File: config.mk
export PLATFORM = sky130hd
export DESIGN_NAME = fifo_wr_arbiter
export DESIGN_NICKNAME = d
export VERILOG_FILES = /design/src/rtl/fifo_wr_arbiter.sv
export SDC_FILE = /design/constraint.sdc
export NUM_CORES = 1
export LEC_CHECK = 0
export ABC_AREA = 1
export BUFFER_PORTS_ARGS = -buffer_cell sky130_fd_sc_hd__buf_4
export CAP_MARGIN = 20
export CORE_ASPECT_RATIO = 1.1
export CORE_MARGIN = 5
export CORE_UTILIZATION = 50
export DETAILED_ROUTE_END_ITERATION = 16
export HOLD_SLACK_MARGIN = 0.02
export PLACE_DENSITY = 0.8
export SLEW_MARGIN = 20
export SYNTH_ARGS = -nofsm -noshare
export SYNTH_HDL_FRONTEND = slang
export SYNTH_SLANG_ARGS = --single-unit
File: constraint.sdc
create_clock -name wclk -period 2.2 [get_ports wclk]
set_input_delay 0.44 -clock wclk [delete_from_list [all_inputs] [get_ports wclk]]
set_output_delay 0.44 -clock wclk [all_outputs]
set_load 0.05 [all_outputs]
File: src/rtl/fifo_wr_arbiter.sv
// Round-robin write-port arbiter for the dual-clock sample FIFO: each grant writes
// one header word tagged 2'b11 with the source index, then up to BURST data words.
module fifo_wr_arbiter #(
  parameter int DSIZE = 8,
  parameter int NREQ  = 4,
  parameter int BURST = 4
) (
  input  logic                  wclk,
  input  logic                  wrst_n,
  input  logic [NREQ-1:0]       req_valid,
  input  logic [NREQ*DSIZE-1:0] req_data,
  output logic [NREQ-1:0]       req_ready,
  output logic [DSIZE-1:0]      fifo_wdata,
  output logic                  fifo_winc,
  input  logic                  fifo_wfull,
  output logic [NREQ-1:0]       grant,
  output logic                  busy
);

  localparam int CW = $clog2(NREQ);

  localparam logic [1:0] S_IDLE = 2'd0;
  localparam logic [1:0] S_HDR  = 2'd1;
  localparam logic [1:0] S_DATA = 2'd2;

  logic [1:0]       r_state;
  logic [NREQ-1:0]  r_grant;
  logic [CW-1:0]    r_lptr;
  logic [7:0]       r_bcnt;

  logic             w_found;
  logic [CW-1:0]    w_next_idx;
  logic [CW-1:0]    w_cand;
  logic             w_gvalid;
  logic [DSIZE-1:0] w_gdata;
  logic [DSIZE-1:0] w_hdr;
  logic             w_xfer;

  // Search order starts just after the last-granted index, wrapping modulo NREQ.
  // NOTE: every signal assigned in always_comb gets a default at the top, so no path
  // leaves it unassigned and no latch is inferred.
  always_comb begin
    w_found    = 1'b0;
    w_next_idx = r_lptr;
    w_cand     = '0;
    for (int k = 1; k <= NREQ; k++) begin
      w_cand = CW'((int'(r_lptr) + k) % NREQ);
      if (!w_found && req_valid[w_cand]) begin
        w_found    = 1'b1;
        w_next_idx = w_cand;
      end
    end
  end

  always_comb begin
    w_gvalid = 1'b0;
    w_gdata  = '0;
    for (int i = 0; i < NREQ; i++) begin
      w_gvalid = w_gvalid | (r_grant[i] & req_valid[i]);
      if (r_grant[i]) w_gdata = req_data[i*DSIZE +: DSIZE];
    end
  end

  // Header layout tolerates DSIZE == CW+2, where no zero padding exists.
  always_comb begin
    w_hdr                = '0;
    w_hdr[DSIZE-1 -: 2]  = 2'b11;
    w_hdr[CW-1:0]        = r_lptr;
  end

  assign w_xfer = (r_state == S_DATA) && w_gvalid && !fifo_wfull;

  always_comb begin
    fifo_winc  = 1'b0;
    fifo_wdata = '0;
    req_ready  = '0;
    case (r_state)
      S_HDR: begin
        fifo_winc  = 1'b1;
        fifo_wdata = w_hdr;
      end
      S_DATA: begin
        fifo_winc  = w_gvalid;
        fifo_wdata = w_gdata;
        req_ready  = r_grant & {NREQ{!fifo_wfull}};
      end
      default: ;
    endcase
  end

  assign grant = r_grant;
  assign busy  = (r_state != S_IDLE);

  // NOTE: state registers use non-blocking assignments so every flop samples the
  // pre-edge values of the others, independent of statement order.
  always_ff @(posedge wclk or negedge wrst_n) begin
    if (!wrst_n) begin
      r_state <= S_IDLE;
      r_grant <= '0;
      r_lptr  <= CW'(NREQ - 1);
      r_bcnt  <= '0;
    end else begin
      case (r_state)
        S_IDLE: begin
          if (w_found) begin
            r_grant <= NREQ'(1) << w_next_idx;
            r_lptr  <= w_next_idx;
            r_bcnt  <= '0;
            r_state <= S_HDR;
          end
        end
        S_HDR: begin
          if (!fifo_wfull) r_state <= S_DATA;
        end
        S_DATA: begin
          if (w_xfer) begin
            r_bcnt <= r_bcnt + 8'd1;
            if (r_bcnt == 8'(BURST - 1)) begin
              r_state <= S_IDLE;
              r_grant <= '0;
            end
          end else if (!w_gvalid && r_bcnt != 8'd0) begin
            // Source drained before filling the burst.
            r_state <= S_IDLE;
            r_grant <= '0;
          end
        end
        default: begin
          r_state <= S_IDLE;
          r_grant <= '0;
        end
      endcase
    end
  end

endmodule

-- Word level (Yosys, flattened, before mapping)
Cells that the tools add are included.
- order comparisons: 4
- divide/modulo/power cells: 0
- eq/ne operators: 8
- $mul: 0
- add/sub/neg operators: 5
- multiplexer cells: 37
- shift-type cells: 1
- reduce and logical (&&, ||, !) cells: 19
- bitwise operators: 9
- operator list (cell ; count):
    $mux W8 ; 6
    $pmux W8 S2 ; 2
    $mux W4 ; 5
    $mux W2 ; 9
    $lt A2 B3 Y1 const B ; 4
    $pmux W4 S3 ; 1
    $add A8 B1 Y8 const B ; 1
    $bmux W1 S2 ; 4
    $eq A8 B2 Y1 const B ; 1
    $mux W1 ; 8
    $reduce_and A4 Y1 ; 2
    $reduce_bool A8 Y1 ; 1
    $logic_and A1 B1 Y1 ; 6
    $ne A2 B2 Y1 const B ; 3
    $ne A3 B2 Y1 const B ; 2
    $pmux W2 S3 ; 1
    $logic_not A1 Y1 ; 5
    $add A2 B1 Y2 const B ; 2
    $add A2 B2 Y2 const B ; 2
    $and A1 B1 Y1 ; 4
    $and A4 B4 Y4 ; 1
    $reduce_bool A2 Y1 ; 2
    $shl A1 B2 Y4 const A ; 1
    $or A1 B1 Y1 ; 3
    7 further kinds ; 7
- memories kept: 0
- register bits: 16
- memory bits (writable): 0
- bits in latches: 0
- memory bits (read-only): 0
- input port bits: 39
- output and inout bits: 18
- logic and storage cells: 87

-- Logic depth before layout (Yosys ltp)
- depth after elaboration: 16
- mapped depth: 14
- gate-level depth less buffers: 13

-- Worst setup path before layout
Ideal clock, no wire load.
- kind: register to output
- start point: register r_grant[0], in the netlist grant[0]
- end point: output port fifo_wdata[6]
- path buffers: 0
- cell stages (with the launch flop): 7
- data required time: 1760 ps
- setup slack: -674 ps
- data arrival time: 2434 ps
- cells stage by stage: dfrtp_1 > inv_1 > nor2_1 > a22oi_1 > o21ai_0 > inv_1 > o21ai_0
- cells in the longest elaborated chain, start to end: 5
- ends and longest elaborated chain (item ; RTL line ; RTL):
    from (decl) ; 27 ; logic [NREQ-1:0] r_grant;
    from (signal assigned) ; 106 ; r_grant <= NREQ'(1) << w_next_idx;
    $mux W8 (4 in series) ; 60 ; if (r_grant[i]) w_gdata = req_data[i*DSIZE +: DSIZE];
    $pmux W8 S2 ; 77 ; case (r_state)
    to (decl) ; 13 ; output logic [DSIZE-1:0] fifo_wdata,
No other way between the ends.

-- Worst setup path after layout
- start point: register r_state[0]
- end point: output port fifo_wdata[7]
- cells in the longest elaborated chain, start to end: 2
- elaborated cells on any way between the ends: 3
- those cells by class: 2 x eq/ne; 1 x mux
- ends and longest elaborated chain (item ; RTL line ; RTL):
    from (decl) ; 26 ; logic [1:0] r_state;
    from (signal assigned) ; 98 ; r_state <= S_IDLE;
    from (signal assigned) ; 109 ; r_state <= S_HDR;
    from (signal assigned) ; 113 ; if (!fifo_wfull) r_state <= S_DATA;
    $eq A2 B2 Y1 / $eq A2 B1 Y1 (equally long branches) ; 77 ;
    $pmux W8 S2 * ; 77 ;
Every way passes the cells marked *; elsewhere a longest branch is shown, timed or not.

==> metrics.md <==
| Metric | Value |
|---|---|
| Worst Skew | just under 0.01 ns |
| FFs w/ async S/R, synth | 1.00 |
| Reg clk slew, reported paths | 0.11 ns |
| Final core utilization | 0.716 |
| Tmin final | roughly 2.2 ns |
| Die area | between 4000 and 5000 sq um |
| Multi-input gate area | 1050 sq um |
| Final Hold Vio Count | 0 |
| Actual slew at the worst max-slew pin | 0.507 ns |
| Vias | about 1.8k |
| Final Max Slew Viols | 0 |
| Syn avg cell area | between 6 and 7 sq um |
| Clock Sinks | 16 |
| Maximum fanout along the worst path | 8 |
| Antenna Diode Count | 0 |
| Share of cells above drive strength 1 | 0.360 |
| Rel. slew slack | 0.662 |
| Critical path endpoint category | output port |
| Syn-to-layout area delta | 38.0% |
| Setup violators final | 0 |
| Non-filler instance count after layout | between 300 and 400 |
| Average wire per standard cell | ~14 um |
| Rows | 21 |
| Startpoint types | flop |
| Hold_ws | ~0.53 ns |
| Worst Hold Class | in -> async |
| Fillers | between 200 and 300 |
| Synthesized area | around 1600 sq um |
| Maximum buffer depth of the clock tree | 2 |
| Overall Power | about 2700 uW |
| Final instance area | between 2000 and 2500 sq um |
| GRT Overall Usage | 0.200 |
| Most common cell in the synthesized netlist | nand2_1 |
| Number of flops mapped to enable cells by yosys | 0 |
| Critical path cell sequence | inv_1, ha_1, nand2_1, inv_4, o21ai_1, o21ai_2, buf_6 |
| Chip width | about 64 um |
| Root Driver | clkbuf_4 |
| Pre-antenna DRT Iters | 4 |
| Distinct cells, synth | 29 |
| Post-synthesis cell count | between 200 and 250 |
| Fin crit share | 0.994 |
| Warning count from the yosys run | 0 |
| Core ar. | 3050 sq um |
| DRC viols | 0 |
| Final wirelength | between 4000 and 5000 um |
| CP Class | reg -> out |
| CP Data Arrival Time | roughly 1.8 ns |
| Initial antenna violation count | 0 |
| Most used DFF post-synth | dfrtp_1 |
| RSZ-0062 raised after global routing | true |
| Post-route ant nets | 0 |
| VDD IR max | around 1.1 mV |
| CP peak stage delay | about 0.4 ns |
| Cts bufs inserted | 3 |
| Initial core utilization | 0.518 |
| Post-DP HPWL | between 3000 and 4000 um |
| IO buf count | 56 |
| Outcome | finished, final reports clean |
| Req. time, crit path | ~1.8 ns |
| Sequential share of the synthesized area | 0.255 |
| Clk Latency, worst-skew pair | 0.30 ns |
| Fmax | about 460 MHz |
| Power per cell area | roughly 1200 nW/um^2 |
| Via density | 5.39 |
| Seq cells post-synth | 16 |
| Initial DRC count | 126 |
| Final net count | ~350 |
| RePlAce Congestion | 0.804 |
| Cell taking the most area after synthesis | dfrtp_1 |
| Largest net degree at the start of global routing | 17 |
| Inst Count DP | about 330 |
| Synth top area cells | dfrtp_1 22%, nand2_1 15%, o21ai_0 8.6% |
| I/O pin count | 57 |
| Leakage | between 0.001 and 0.0015 uW |
| Vias in the first global route | 1658 |
| Most frequent cells after synthesis | 63 x nand2_1, 28 x inv_1, 27 x o21ai_0 |
| Top cell type's share of synthesized area | 0.222 |
| Reg area | about 400 sq um |
| Gr ovfl total | 0 |
| CTS tree | yes |
| H-tree Lvls | 1 |
| Die Ht | between 60 and 70 um |
| Dpl cell area | 2050 sq um |
| Crit path max-delay cell type | dfrtp_1 |
| Syn nets | approximately 280 |
| Max-cap viol count | 0 |
| First-pass GRT wire length | between 7000 and 8000 um |
-- where the power goes --
group	internal, uW	switching, uW	total [uW]
registers	378	88.8	467
logic	661	1350	2010
clock network	101	104	205
total	1140	1540	2680
-- area by class of cell --
cell class	instances	share of cell area
Timing Repair Buffer	64	0.240
Tap cell	34	0.0195
Inverter	31	0.0579
Sequential cell	16	0.185
Clock buffer	4	0.0166
Multi-Input combinational cell	185	0.480
-- what timing repair did --
| item | CTS | global route |
|---|---|---|
| setup buffers | 0 | 4 |
| gates resized for setup | 2 | 20 |
| pin swaps | 0 | 2 |
| hold endpoints to repair | 14 | 0 |
| endpoints found under the setup margin | 8 | 13 |
| hold buffers | 1 | 0 |
-- routing by layer --
metal | vias up | global-route usage | part of all wire
li1 | 899 | - | -
met1 | 847 | 0.238 | 0.39
met2 | 43 | 0.381 | 0.55
met3 | 10 | 0.0259 | 0.033
met4 | 0 | 0.0494 | 0.023
met5 | - | 0 | 0
-- cells by family after synthesis --
family,after synthesis,share of synthesized area
AO/OA/AOI/OAI,57,0.219
XOR/XNOR,5,0.0277
adder cells (fa/ha/maj),5,0.0396
buffers and inverters,37,0.103
flip-flops,16,0.255
AND/OR/NAND/NOR,118,0.356
-- critical path, delay by kind of cell, from the launching register on --
kind,cells,cell delay [ns]
AO/OA/AOI/OAI,2,0.26
adder cells (fa/ha/maj),1,0.29
buffers and inverters,3,0.38
flip-flops,1,0.40
AND/OR/NAND/NOR,1,0.10
-- per-stage QoR --
stage          worst slack [ns]  setup TNS, ns
2_1_floorplan            -0.136         -0.494
3_3_place_gp              0.312              0
3_5_place_dp              0.247              0
4_1_cts                  0.0163              0
5_1_grt                 -0.0789         -0.531
6_report                 0.0121              0
-- state kept, by name, indices dropped and copies added, names as in the netlist --
signal and cells:
r_state 2, r_lptr 2, r_bcnt 8, grant 4
-- worst paths after layout --
kind	startpoint	end	slack [ns]	cells after the start
max in group asynchronous	wrst_n	r_lptr[1]	1.41	2
max	r_state[0]	fifo_wdata[7]	0.01	7
max reg2reg	r_state[0]	grant[1]	0.33	11
min in group wclk	fifo_wfull	r_state[1]	0.53	4
min reg2reg	r_bcnt[7]	r_bcnt[7]	0.57	2
min	wrst_n	r_bcnt[1]	0.53	2
-- placed cells by master (no fill, tap or decap), drive strengths merged --
cell type	synthesis	layout
nand2	77	77
buf	3	63
o21ai	36	36
inv	31	31
nor2	19	19
nand3	17	17
dfrtp	14	14
a22oi	9	9
a21oi	9	9
xor2	5	5
ha	5	5
clkbuf	3	4
o211ai	2	2
nor4	2	2
dfstp	2	2
nand4	2	2
a21boi	1	1
or2	1	1
dlygate4sd3	0	1
Note: power is estimated with default switching activity, not from simulation.
